==> config.mk <==
export PLATFORM = sky130hd
export DESIGN_NAME = adpll_pgm_master
export DESIGN_NICKNAME = d
export VERILOG_FILES = /design/src/rtl/adpll_pkg.sv /design/src/rtl/adpll_pgm_shadow.sv /design/src/rtl/adpll_pgm_master.sv
export SDC_FILE = /design/constraint.sdc
export NUM_CORES = 1
export LEC_CHECK = 0
export ABC_AREA = 1
export BUFFER_PORTS_ARGS = -buffer_cell sky130_fd_sc_hd__buf_2
export CORE_AREA = 2 2 86 88
export DETAILED_ROUTE_END_ITERATION = 8
export DIE_AREA = 0 0 88 90
export PLACE_DENSITY = 0.71
export SLEW_MARGIN = 15
export SYNTH_ARGS = -nofsm -noshare
export SYNTH_HDL_FRONTEND = slang
export SYNTH_SLANG_ARGS = --single-unit
export TNS_END_PERCENT = 5
==> constraint.sdc <==
create_clock -name clk -period 2 [get_ports clk]
set_input_delay 0.1 -clock clk [delete_from_list [all_inputs] [get_ports clk]]
set_output_delay 0.1 -clock clk [all_outputs]
set_load 0.1 [all_outputs]
==> src/rtl/adpll_pkg.sv <==
// Shared types and constants for the ADPLL programming-port master.
package adpll_pkg;

  localparam int PARAM_W  = 5;
  localparam int SEL_W    = 3;
  localparam int NPARAM   = 8;
  localparam int HOLD_DEF = 4;
  localparam int GAP_DEF  = 2;

  typedef enum logic [2:0] {
    S_IDLE,
    S_CLEAR,
    S_CLRGAP,
    S_SETUP,
    S_STROBE,
    S_HOLDGAP,
    S_DONE
  } pgm_state_t;

  // Index of the lowest set bit. Returns 0 for an empty mask, but callers
  // check for that case first.
  function automatic logic [SEL_W-1:0] lowest_set(input logic [NPARAM-1:0] m);
    lowest_set = '0;
    for (int i = NPARAM - 1; i >= 0; i--)
      if (m[i]) lowest_set = SEL_W'(i);
  endfunction

endpackage

==> src/rtl/adpll_pgm_shadow.sv <==
// 8x5 shadow register file for the ADPLL loop parameters.
// The sequencer read port writes through: a write in the same cycle is
// visible immediately.
// The optional registered readback port is enabled by ADPLL_PGM_READBACK_EN.
module adpll_pgm_shadow
  import adpll_pkg::*;
(
  input  logic               clk,
  input  logic               rst,
  input  logic               we,
  input  logic [SEL_W-1:0]   waddr,
  input  logic [PARAM_W-1:0] wdata,
  input  logic [SEL_W-1:0]   raddr,
`ifdef ADPLL_PGM_READBACK_EN
  input  logic [SEL_W-1:0]   rb_addr,
  output logic [PARAM_W-1:0] rb_data,
`endif
  output logic [PARAM_W-1:0] rdata
);

  logic [NPARAM-1:0][PARAM_W-1:0] mem;

  // Table storage, cleared by reset.
  always_ff @(posedge clk) begin
    if (rst)     mem        <= '0;
    else if (we) mem[waddr] <= wdata;
  end

  // A write and a start can share a cycle, so bypass the pending write.
  assign rdata = (we && (waddr == raddr)) ? wdata : mem[raddr];

`ifdef ADPLL_PGM_READBACK_EN
  // Registered host readback with one cycle of latency. It is usable at any time.
  always_ff @(posedge clk) begin
    if (rst) rb_data <= '0;
    else     rb_data <= mem[rb_addr];
  end
`endif

endmodule

==> src/rtl/adpll_pgm_master.sv <==
// Programming-port master. It replays selected shadow entries onto the
// ADPLL clr/pgm/param_sel/pgm_value port. Each write has guaranteed setup,
// HOLD-cycle strobe width and GAP-cycle hold time.
// Optional readback port: ADPLL_PGM_READBACK_EN.
module adpll_pgm_master
  import adpll_pkg::*;
#(
  parameter int HOLD = HOLD_DEF,
  parameter int GAP  = GAP_DEF
) (
  input  logic               clk,
  input  logic               rst,
  input  logic               wr_en,
  input  logic [SEL_W-1:0]   wr_addr,
  input  logic [PARAM_W-1:0] wr_data,
  input  logic               start,
  input  logic               clr_first,
  input  logic [NPARAM-1:0]  mask,
`ifdef ADPLL_PGM_READBACK_EN
  input  logic [SEL_W-1:0]   rd_addr,
  output logic [PARAM_W-1:0] rd_data,
`endif
  output logic               busy,
  output logic               done,
  output logic               err,
  output logic               clr,
  output logic               pgm,
  output logic [SEL_W-1:0]   param_sel,
  output logic [PARAM_W-1:0] pgm_value
);

  localparam logic [3:0] HOLD_CNT = 4'(HOLD - 1);
  localparam logic [3:0] GAP_CNT  = 4'(GAP - 1);

  pgm_state_t          st, st_n;
  logic [3:0]          cnt, cnt_n;
  logic [SEL_W-1:0]    idx, idx_n;
  logic [NPARAM-1:0]   mask_q, mask_n;
  logic                adv, sh_we, busy_st;
  logic [PARAM_W-1:0]  rd_val;

  logic                busy_n, done_n, err_n, clr_n, pgm_n;
  logic [SEL_W-1:0]    param_sel_n;
  logic [PARAM_W-1:0]  pgm_value_n;

  adpll_pgm_shadow u_shadow (
    .clk     (clk),
    .rst     (rst),
    .we      (sh_we),
    .waddr   (wr_addr),
    .wdata   (wr_data),
    .raddr   (idx_n),
`ifdef ADPLL_PGM_READBACK_EN
    .rb_addr (rd_addr),
    .rb_data (rd_data),
`endif
    .rdata   (rd_val)
  );

  // DONE already shows busy low, so DONE accepts host traffic as IDLE does.
  assign busy_st = (st != S_IDLE) && (st != S_DONE);

  // Next-state logic plus the next values of the registered outputs.
  always_comb begin
    st_n   = st;
    cnt_n  = cnt;
    idx_n  = idx;
    mask_n = mask_q;
    adv    = 1'b0;
    sh_we  = 1'b0;
    case (st)
      S_IDLE, S_DONE: begin
        sh_we = wr_en;
        st_n  = S_IDLE;
        if (start) begin
          mask_n = mask;
          if (clr_first) begin
            st_n  = S_CLEAR;
            cnt_n = HOLD_CNT;
          end else begin
            adv = 1'b1;
          end
        end
      end
      S_CLEAR: begin
        if (cnt == '0) begin
          st_n  = S_CLRGAP;
          cnt_n = GAP_CNT;
        end else cnt_n = cnt - 4'd1;
      end
      S_CLRGAP: begin
        if (cnt == '0) adv = 1'b1;
        else           cnt_n = cnt - 4'd1;
      end
      S_SETUP: begin
        st_n  = S_STROBE;
        cnt_n = HOLD_CNT;
      end
      S_STROBE: begin
        if (cnt == '0) begin
          st_n  = S_HOLDGAP;
          cnt_n = GAP_CNT;
        end else cnt_n = cnt - 4'd1;
      end
      S_HOLDGAP: begin
        if (cnt == '0) adv = 1'b1;
        else           cnt_n = cnt - 4'd1;
      end
      default: st_n = S_IDLE;
    endcase

    // Visited bits are retired from the mask, so the index only ever moves
    // upward and cannot wrap past entry 7.
    if (adv) begin
      if (mask_n != '0) begin
        st_n         = S_SETUP;
        idx_n        = lowest_set(mask_n);
        mask_n[idx_n] = 1'b0;
      end else begin
        st_n = S_DONE;
      end
    end

    busy_n      = (st_n != S_IDLE) && (st_n != S_DONE);
    done_n      = (st_n == S_DONE);
    clr_n       = (st_n == S_CLEAR);
    pgm_n       = (st_n == S_STROBE);
    err_n       = busy_st && (start || wr_en);
    param_sel_n = '0;
    pgm_value_n = '0;
    if (st_n == S_SETUP) begin
      param_sel_n = idx_n;
      pgm_value_n = rd_val;
    end else if ((st_n == S_STROBE) || (st_n == S_HOLDGAP)) begin
      param_sel_n = param_sel;
      pgm_value_n = pgm_value;
    end
  end

  // State, counters and registered port outputs.
  always_ff @(posedge clk) begin
    if (rst) begin
      st        <= S_IDLE;
      cnt       <= '0;
      idx       <= '0;
      mask_q    <= '0;
      busy      <= 1'b0;
      done      <= 1'b0;
      err       <= 1'b0;
      clr       <= 1'b0;
      pgm       <= 1'b0;
      param_sel <= '0;
      pgm_value <= '0;
    end else begin
      st        <= st_n;
      cnt       <= cnt_n;
      idx       <= idx_n;
      mask_q    <= mask_n;
      busy      <= busy_n;
      done      <= done_n;
      err       <= err_n;
      clr       <= clr_n;
      pgm       <= pgm_n;
      param_sel <= param_sel_n;
      pgm_value <= pgm_value_n;
    end
  end

endmodule

==> run summary, run 1 <==
The biggest area contributor in the post-synthesis netlist is sky130_fd_sc_hd__dfxtp_1. The region available for standard cell placement spans about 7000 µm². By count the netlist is led by sky130_fd_sc_hd__nand2_1, sky130_fd_sc_hd__nor2_1, sky130_fd_sc_hd__nand3_1, sky130_fd_sc_hd__dfxtp_1, sky130_fd_sc_hd__inv_1. The number of antenna violations at the first check in global routing was 0. The post-place setup slack came out at -0.3505 ns. In the final design database the tool counted 651 nets.

Once detailed placement completed, the half-perimeter wirelength came to roughly 7000 µm. In the post-synthesis netlist, the biggest area contributors are sky130_fd_sc_hd__dfxtp_1, sky130_fd_sc_hd__nand2_1, sky130_fd_sc_hd__nor2_1. Setup repair after global routing could not meet its margin everywhere.

Traced cell by cell, the critical path runs through inv_6, nand2_8, inv_4, nor2_8, nand2_4, nand2_1, nand2_2, buf_4, inv_4, nand2_2, a21oi_4, nand2_4, nand3_2, nand2_2, nor2_4, nand3_4, nor2_2, nor2_1, nand2_1, nand2_1. The startpoint identified for the worst hold timing path is wr_en. The layout filler cell count came out at between 600 and 700. TritonCTS built the clock tree. The net count of the mapped netlist came out at ~570. The async set-or-reset flop fraction in the synthesized netlist is 0%.

The worst slew slack as a fraction of its limit came out at 67.68%. The number of global-route vias before repair was roughly 3600. The average routed wire per standard cell is ~14 µm.

The number of synthesized register bits came out at a little over 70. The final reports fail on setup timing. The total number of vias came out at 3872. The cell count after synthesis is ~550. In this run the power density over the cells is 1735 nW/µm².

The shortest period the worst path allows is approximately 2.3 ns. The number of hold-slack violations in the final timing report is 0. The critical path is of the reg -> reg type. The H-tree generated during clock tree synthesis spans 3 levels. Routability-driven placement finished with a final weighted congestion of 0.9391.

The clock drives about 70 sinks. In the global route stage, overall resource usage came out at 25.99%. The y dimension of the die is ~90 µm. The number of clock buffers inserted by TritonCTS came out at 9. The worst hold-check slack is 0.05675 ns.

The arrival time at the worst endpoint came out at 2.57 ns. The mapped netlist covers about 3600 µm². The reported leakage power is 0.002234 µW. IR analysis of the VDD net gives a maximum drop of 854.0 µV. Pin placement for this block handled 34 I/O pins. The highest achievable clock rate came out at between 0.4 and 0.5 GHz. The number of flops mapped to enable cells by yosys is 0. The clock tree buffer depth is 2. Dividing the final minimum period by the clock period gives 115.9%. Tracing the worst setup path back leads to its startpoint at st[1].

The number of distinct library cells after synthesis is 30. The fraction of synthesized cell area taken by the top area cell type is ~40%. The fraction of layout cells with a size suffix above 1 is roughly 28%. The count of nets left with antenna violations once routing finished came out at 0.

The total overflow reported by the global router is 0. Yosys printed 0 warnings. The required time of the critical path is between 2 and 2.5 ns. The total iterations of the first detailed-routing run is 5. The element type at the critical path start is a flop. Along the worst path, the maximum fanout reaches 7.

In this run the mean area of a mapped cell was 6.554 µm². The final-report max-slew violation count came out at 0. The slowest stage of the critical path is the sky130_fd_sc_hd__dfxtp_4 cell.

The total setup violations reported at the end of the flow came out at 8. The total number of placement rows came out at 31. The first-pass GRT wire length is 16170 µm. The overall die area came out at 7920 µm². The clock reaches the later pin of the worst-skew pair after between 0.3 and 0.4 ns.

The first routing iteration left 177 violations. The worst setup margin came out at -0.3189 ns. The maximum single-stage delay on the critical path is ~0.40 ns. STA classifies the critical path endpoint as a flop. The run finished, with violations left. The number of vias per cell after detailed routing is between 5 and 6. The initial utilization of the core area, before any placement, comes to roughly 50%. The antenna diode instance count came out at 0. The total length of routed wires is a little over 10000 µm.

The total of hold buffers inserted after clock tree synthesis came out at 0. The count of buffer and inverter cells on the critical path is 4. The root buffer cell chosen for the clock tree is sky130_fd_sc_hd__clkbuf_8. Entering global routing, the biggest net connects 31 pins.

The fraction of the yosys area taken by sequential cells is about two fifths. The die span in x is a little under 90 µm. The clock slew seen by the registers of the worst setup and hold paths is roughly 0.080 ns. Max-cap violations in this run came to 0. The residual DRC count came out at 0. The final setup skew is 0.005536 ns. The layout overhead on the synthesized area is 33.24%. Grouping stages by cell kind, the critical path spends the most delay in simple AND/OR/NAND/NOR gates. The min-delay analysis places its worst path in the category in -> reg. The launch point of the worst reg-to-reg path is st[1]. sky130_fd_sc_hd__nand2_1 is the most common cell in the netlist. The slew of the pin with the lowest slew margin is ~0.5 ns. The most frequently used flop master after synthesis is sky130_fd_sc_hd__dfxtp_1. The number of buffers added on ports came out at 33.
## what timing repair did
| item | CTS | global route |
|---|---|---|
| hold endpoints to repair | 0 | 0 |
| endpoints found under the setup margin | 11 | 22 |
| cloned | 1 | 0 |
| buffers inserted | 2 | 1 |
| gates resized for setup | 25 | 38 |
| pin swaps | 11 | 17 |
## path summary, 6_finish.rpt
path,endpoint,slack (ns),depth (start not counted)
setup / recovery,pgm_value[1],-0.32,20
hold / removal,err,0.06,3
setup reg to reg,pgm_value[1],-0.32,20
hold reg to reg,pgm_value[3],0.46,2
## power by group
| part | total (µW) | leakage [µW] | switching [µW] | internal, µW |
|---|---|---|---|---|
| combinational | 5100 | 0.00154 | 3180 | 1920 |
| sequential | 1820 | 0.000579 | 144 | 1680 |
| clock | 1330 | 0.000112 | 564 | 768 |
| total | 8260 | 0.00223 | 3890 | 4370 |
## metrics by stage
step	instance area, µm²	utilization [%]	TNS [ns]	total power (µW)	cells
6_report	4760	67.80	-1.494	8257	732
5_1_grt	4760	67.80	-3.485	8793	732
4_1_cts	4617	65.76	-1.274	7900	731
3_5_place_dp	4267	60.77	-2.010	6250	712
3_3_place_gp	4267	60.77	-1.576	6195	712
2_1_floorplan	3583	-	-0.2876	4689	545
## layout by cell type (no fill, tap or decap), types with 2 or more instances in the layout
master,instances
sky130_fd_sc_hd__a211oi_1,4
sky130_fd_sc_hd__a21oi_1,21
sky130_fd_sc_hd__buf_12,5
sky130_fd_sc_hd__buf_2,33
sky130_fd_sc_hd__buf_4,52
sky130_fd_sc_hd__buf_6,3
sky130_fd_sc_hd__bufinv_16,2
sky130_fd_sc_hd__clkbuf_8,11
sky130_fd_sc_hd__clkinvlp_4,2
sky130_fd_sc_hd__dfxtp_1,69
sky130_fd_sc_hd__dfxtp_4,2
sky130_fd_sc_hd__ha_1,2
sky130_fd_sc_hd__inv_1,50
sky130_fd_sc_hd__inv_2,3
sky130_fd_sc_hd__inv_4,3
sky130_fd_sc_hd__nand2_1,91
sky130_fd_sc_hd__nand2_2,18
sky130_fd_sc_hd__nand2_4,11
sky130_fd_sc_hd__nand3_1,71
sky130_fd_sc_hd__nand3_2,7
sky130_fd_sc_hd__nand3_4,3
sky130_fd_sc_hd__nor2_1,96
sky130_fd_sc_hd__nor2_2,9
sky130_fd_sc_hd__nor2_4,4
sky130_fd_sc_hd__nor3_1,4
sky130_fd_sc_hd__o21ai_0,38
sky130_fd_sc_hd__o21ai_2,2
sky130_fd_sc_hd__o311ai_0,3
## logic make-up (layout without fill, tap and decap cells)
group                      count (synthesis)  in the layout  share of synthesized area [%]
AOI/OAI and AO/OA                         75             75                          11.45
adders and majority gates                  2              2                         0.7004
buffers and inverters                     79            166                          8.686
DFF                                       71             71                          39.79
and+or+nand+nor                          318            319                          39.37
## worst min-delay path, delay by kind of cell
kind            cells  cell delay (ns)
compound gates      1             0.11
buf+inv             2             0.17
## final cells by class
class / instances / area, µm² / area share, %
clock buffers: 11 / 151.4 / 3.181
inverters: 57 / 226.5 / 4.758
flip-flops and latches: 71 / 1429 / 30.02
well taps: 99 / 123.9 / 2.603
clock inverters: 5 / 80.08 / 1.682
repair buffers: 93 / 689.4 / 14.48
multi-input cells: 396 / 2059 / 43.27
## state kept, by name (all words and copies together), names as in the netlist, 3 cells and up
name          flops
u_shadow.mem     40
cnt               4
idx               3
pgm_value         5
mask_q            8
param_sel         3
st                3
## per-layer routing
metal  global-route usage [%]  share of wire, %
met2                    41.73                49
met5                        0                 0
met1                    32.17                42
met4                    14.62               3.2
met3                    4.775               5.9
Power figures use the tool's default switching activity.
==> run 2: changes to the inputs <==
Settings changed: CELL_PAD_IN_SITES_DETAIL_PLACEMENT set to 1, CELL_PAD_IN_SITES_GLOBAL_PLACEMENT set to 1, CORE_AREA 2 2 86 88 to 2 2 103 105, CTS_CLUSTER_DIAMETER set to 60, DIE_AREA 0 0 88 90 to 0 0 105 107, PLACE_DENSITY 0.71 to 0.72, SYNTH_HIERARCHICAL set to 1.
==> run 2 against run 1 <==
  * The flow still finishes with violations (setup timing)
  * Via count is 1.9% higher
  * Worst setup slack got worse by 0.21 ns
  * Synthesized cell count grew 2.8%
  * Utilization fell by 17 points
  * Cell count is 9.3% higher
  * Synthesized area rose by 6.0%
  * Die area grew 42%
  * Non-clock buffer count rose by 14
  * Flip-flop and latch count is the same
  * Clock skew increased by 0.0030 ns
  * Largest cell class unchanged
  * Largest power group unchanged
==> run summary, run 2 <==
The final non-filler cell area is 5124 µm² (+7.6%). The number of antenna violations at the first check in global routing is 0 (unchanged). The launch point of the worst reg-to-reg path is st[1]. The number of gates on the worst path with buffers counted is 21 (+5.0%).

The worst slew slack as a fraction of its limit is 59.09% (-8.6 points). The total standard cell area after synthesis came out at 3785 µm² (+6.0%). The leading cell type by number of instances after synthesis is sky130_fd_sc_hd__nand2_1.

The fraction of layout cells with a size suffix above 1 is 33.73% (+5.6 points). The number of distinct library cells after synthesis was 36 (+20%). The shortest period the worst path allows came out at 2.531 ns (+0.2121 ns). The total clock sinks came to 71 (unchanged).

The total number of vias came out at 3947 (+1.9%). The origin of the worst setup path is st[1]. The proportion of power drawn by the clock network came out at 13.8% (-2.3 points). By count the netlist is led by sky130_fd_sc_hd__nand2_1, sky130_fd_sc_hd__dfxtp_1, sky130_fd_sc_hd__inv_1, sky130_fd_sc_hd__nor2_1, sky130_fd_sc_hd__nand3_1. The placer's final routability congestion estimate is 0.8552 (-8.9%). In the post-synthesis netlist, the biggest area contributors are sky130_fd_sc_hd__dfxtp_1, sky130_fd_sc_hd__nand2_1, sky130_fd_sc_hd__nand3_1.

The synthesized area per cell is 6.759 µm² (+3.1%). The largest registers in the layout are u_shadow/mem: 40 flops, mask_q: 8 flops, pgm_value: 5 flops. STA classifies the critical path endpoint as a flop. The switching power is 4324 µW (+11%). The total setup violations reported at the end of the flow came out at 10 (+2). The async set-or-reset flop fraction in the synthesized netlist came to 0% (unchanged).

The number of flops mapped to enable cells by yosys came out at 0 (unchanged). The overall die area is 11240 µm² (+42%). The arrival time at the worst endpoint came out at 2.82 ns (+0.25 ns).

The net count of the mapped netlist is 583 (+2.6%). The average routed wire per standard cell is 15.79 µm (+14%). The count of buffer and inverter cells on the critical path is 4 (unchanged).

The highest achievable clock rate is 0.3951 GHz (-8.4%). The total of warnings raised by yosys came out at 6 (+6). Of all cell types, the one taking the most synthesized area is sky130_fd_sc_hd__dfxtp_1.

The total number of placement rows came out at 37 (+19%). The total length of routed wires came out at 12630 µm (+25%). The final-report max-slew violation count is 0 (unchanged). The depth of the CTS H-tree came to 3 (unchanged). The fraction of the yosys area taken by sequential cells is 37.55% (-2.2 points).

The areal power density over the cells came out at 1733 nW/µm² (-0.11%). The first-pass GRT wire length came to 21020 µm (+30%). The tree is rooted in a sky130_fd_sc_hd__clkbuf_8. The clock tree buffer depth came out at 2 (unchanged).

The I/O pin count came to 34 (unchanged). The area of the placeable core came out at 10090 µm² (+44%). The final core utilization is 50.77% (-17 points). Broken down by cell family, the worst path's largest delay share belongs to simple AND/OR/NAND/NOR gates. The number of global-route vias before repair came out at 4333 (+21%). In this design, the critical path's most frequently occurring cell is sky130_fd_sc_hd__nand2_1. The number of flip-flops under the largest register name is 40 (unchanged). The relative contribution of sequential cells to total power came out at 20.3% (-1.8 points).

In the synthesized netlist the dominant register cell turns out to be sky130_fd_sc_hd__dfxtp_1. The worst setup margin is -0.5310 ns (-0.2121 ns). The fraction of synthesized cell area taken by the top area cell type is 37.55% (-2.2 points).

The count of cells along the worst hold path came to 3 (unchanged). The library cell used most frequently in the layout, excluding fill and tap cells, is sky130_fd_sc_hd__nand2_1. The post-placement cell area came to 4524 µm² (+6.0%). The number of buffers added on ports came out at 33 (unchanged). The initial cell density of the core is 37.50% (-13 points). The setup path with the least slack is of type reg -> reg. The power share of the combinational group is 65.9% (+4.1 points). The number of clock buffers inserted by TritonCTS came to 9 (unchanged).

The worst hold path belongs to the class in -> reg. The peak fanout along the critical path came to 8 (+1). The post-route fraction of the period consumed by the critical path is 126.6% (+11 points).

The y dimension of the die is 107 µm (+19%). The global-route total usage across every layer is 23.88% (-2.1 points). The number of hold-slack violations in the final timing report is 0 (unchanged). The layout overhead on the synthesized area came out at 35.37%. The clock slew seen by the registers of the worst setup and hold paths is 0.08 ns (about the same). The final reports fail on setup timing. The number of antenna-violating nets in the routed design came out at 0 (unchanged). The maximum single-stage delay on the critical path came out at 0.37 ns (-0.03 ns). The total iterations of the first detailed-routing run is 4 (-1). The cell internal power dissipation is 4555 µW (+4.2%). The antenna diode instance count came to 0 (unchanged).

The total overflow reported by the global router is 0 (unchanged). The initial detailed-routing violation count is 115 (-35%). TritonCTS built the clock tree. The number of vias per cell after detailed routing is 4.934 (-6.7%).

Ranked by flip-flop count, first place goes to u_shadow/mem. The slew of the pin with the lowest slew margin came to 0.6136 ns (+0.1255 ns). The HPWL after detailed placement was 8717 µm (+25%).

The post-place setup slack came out at -0.6032 ns (-0.2527 ns). Traced cell by cell, the critical path runs through inv_4, nand2_8, nand3_4, nand2_1, nand2_2, inv_2, nor2_4, nand2_4, o21ai_4, nand2_1, nand2_4, inv_4, nand2_1, nand2_1, nor2_1, nand2_2, inv_4, nand2_1, nand2_1, nand2_1, a21oi_2. The switching part of the total power was 48.70% (+1.6 points). The die span in x is 105 µm (+19%). The number of cells on the worst reg-to-reg path is 21 (+5.0%). The number of maximum-capacitance violations is 0 (unchanged). The run finished, with violations left.

The later-pin clock latency in the skew report is 0.36 ns (about the same). The cell count after synthesis is 560 (+2.8%). The required time of the critical path came out at 2.29 ns (+0.04 ns). Setup repair after global routing could not meet its margin everywhere. The number of synthesized register bits came out at 71 (unchanged).

Leaving out fill and tap cells, the most frequent cells in the layout are sky130_fd_sc_hd__nand2_1, sky130_fd_sc_hd__dfxtp_1, sky130_fd_sc_hd__buf_4. The residual DRC count came out at 0 (unchanged). For this design, the slowest cell found on the critical path is sky130_fd_sc_hd__dfxtp_4. The largest vdd supply drop came out at 545.3 µV (-36%). The final setup skew is 0.008570 ns (+0.003034 ns). The pin count of the biggest net entering global routing was 58 (+87%). The reported leakage power is 0.002368 µW (+6.0%). The total negative slack came to -2.837 ns (-1.343 ns). The beginning of the worst hold path is wr_data[3]. The number of nets in the layout is 682 (+4.8%).

STA classifies the critical path startpoint as a flop. The total chip power is 8878 µW (+7.5%).
[run 2: cell count changes after synthesis, moves of 9 or more]
cell                       before  now
sky130_fd_sc_hd__o21ai_0       39    5
sky130_fd_sc_hd__nand2_1      109  165
sky130_fd_sc_hd__nor2_1       104   57
sky130_fd_sc_hd__nand3_1       76   47
sky130_fd_sc_hd__clkbuf_1      15    6
sky130_fd_sc_hd__nand2_2       10   19
sky130_fd_sc_hd__a211oi_1       4   29
sky130_fd_sc_hd__inv_1         50   61
[run 2: kinds of logic (layout without fill, tap and decap cells)]
family	count (synthesis)	in the layout	synth area share [%]
adders and majority gates	2	2	0.6611
DFF	71	71	37.55
and+or+nand+nor	319	319	39.40
buffers and inverters	94	198	9.884
AOI/OAI and AO/OA	74	74	12.50
[run 2: cell type report]
cell class | instances | area, µm²
clock buffers | 10 | 137.6
multi-input cells | 395 | 2221
clock inverters | 6 | 67.56
well taps | 136 | 170.2
inverters | 75 | 304.0
fillers | 1315 | 4969
repair buffers | 107 | 793.3
flip-flops and latches | 71 | 1430
[run 2: power groups by stage]
| stage | logic [µW] | registers [µW] | clock network [µW] |
|---|---|---|---|
| after floorplan | 2750 | 2280 | 0 |
| after global placement | 4820 | 1800 | 0 |
| after detailed placement | 4950 | 1810 | 0 |
| after CTS | 5560 | 1800 | 1250 |
| after global routing | 6390 | 1830 | 1310 |
| final | 5850 | 1800 | 1220 |
[run 2: path summary, 6_finish.rpt]
| check | end | slack, ns |
|---|---|---|
| setup / recovery | pgm_value[1] | -0.53 |
| hold / removal | u_shadow/mem[3] | 0.10 |
| setup reg to reg | pgm_value[1] | -0.53 |
| hold reg to reg | u_shadow/mem[5] | 0.47 |
[run 2: timing repair]
item / in CTS / in global routing
hold endpoints to repair: 1 / 0
setup endpoints to repair: 5 / 59
hold buffers: 1 / 0
gates resized for setup: 40 / 28
pin swaps: 28 / 12
setup buffers: 16 / 2
[run 2: worst register-to-register path: stages (launching register included)]
cell	delay, ns
sky130_fd_sc_hd__dfxtp_4	0.37
sky130_fd_sc_hd__inv_4	0.09
sky130_fd_sc_hd__nand2_8	0.09
sky130_fd_sc_hd__nand3_4	0.16
sky130_fd_sc_hd__nand2_1	0.09
sky130_fd_sc_hd__nand2_2	0.10
sky130_fd_sc_hd__inv_2	0.06
sky130_fd_sc_hd__nor2_4	0.12
sky130_fd_sc_hd__nand2_4	0.09
sky130_fd_sc_hd__o21ai_4	0.20
sky130_fd_sc_hd__nand2_1	0.14
sky130_fd_sc_hd__nand2_4	0.13
sky130_fd_sc_hd__inv_4	0.06
sky130_fd_sc_hd__nand2_1	0.06
sky130_fd_sc_hd__nand2_1	0.05
sky130_fd_sc_hd__nor2_1	0.11
sky130_fd_sc_hd__nand2_2	0.15
sky130_fd_sc_hd__inv_4	0.11
sky130_fd_sc_hd__nand2_1	0.05
sky130_fd_sc_hd__nand2_1	0.06
sky130_fd_sc_hd__nand2_1	0.07
sky130_fd_sc_hd__a21oi_2	0.13
[run 2: layer usage]
metal  up-vias  share of wire, %  GRT usage [%]
met4         0               2.2          8.095
met1      1909                39          24.54
met2        43                57          48.10
met3        21               2.0          4.195
li1       1974                 -              -
met5         -                 0              0
[run 2: through the flow]
stage | hold slack [ns] | instances
3_5_place_dp | 0.3535 | 765
2_1_floorplan | 0.2333 | 560
5_1_grt | 0.09462 | 800
3_3_place_gp | 0.3414 | 765
4_1_cts | 0.08174 | 798
6_report | 0.1001 | 800
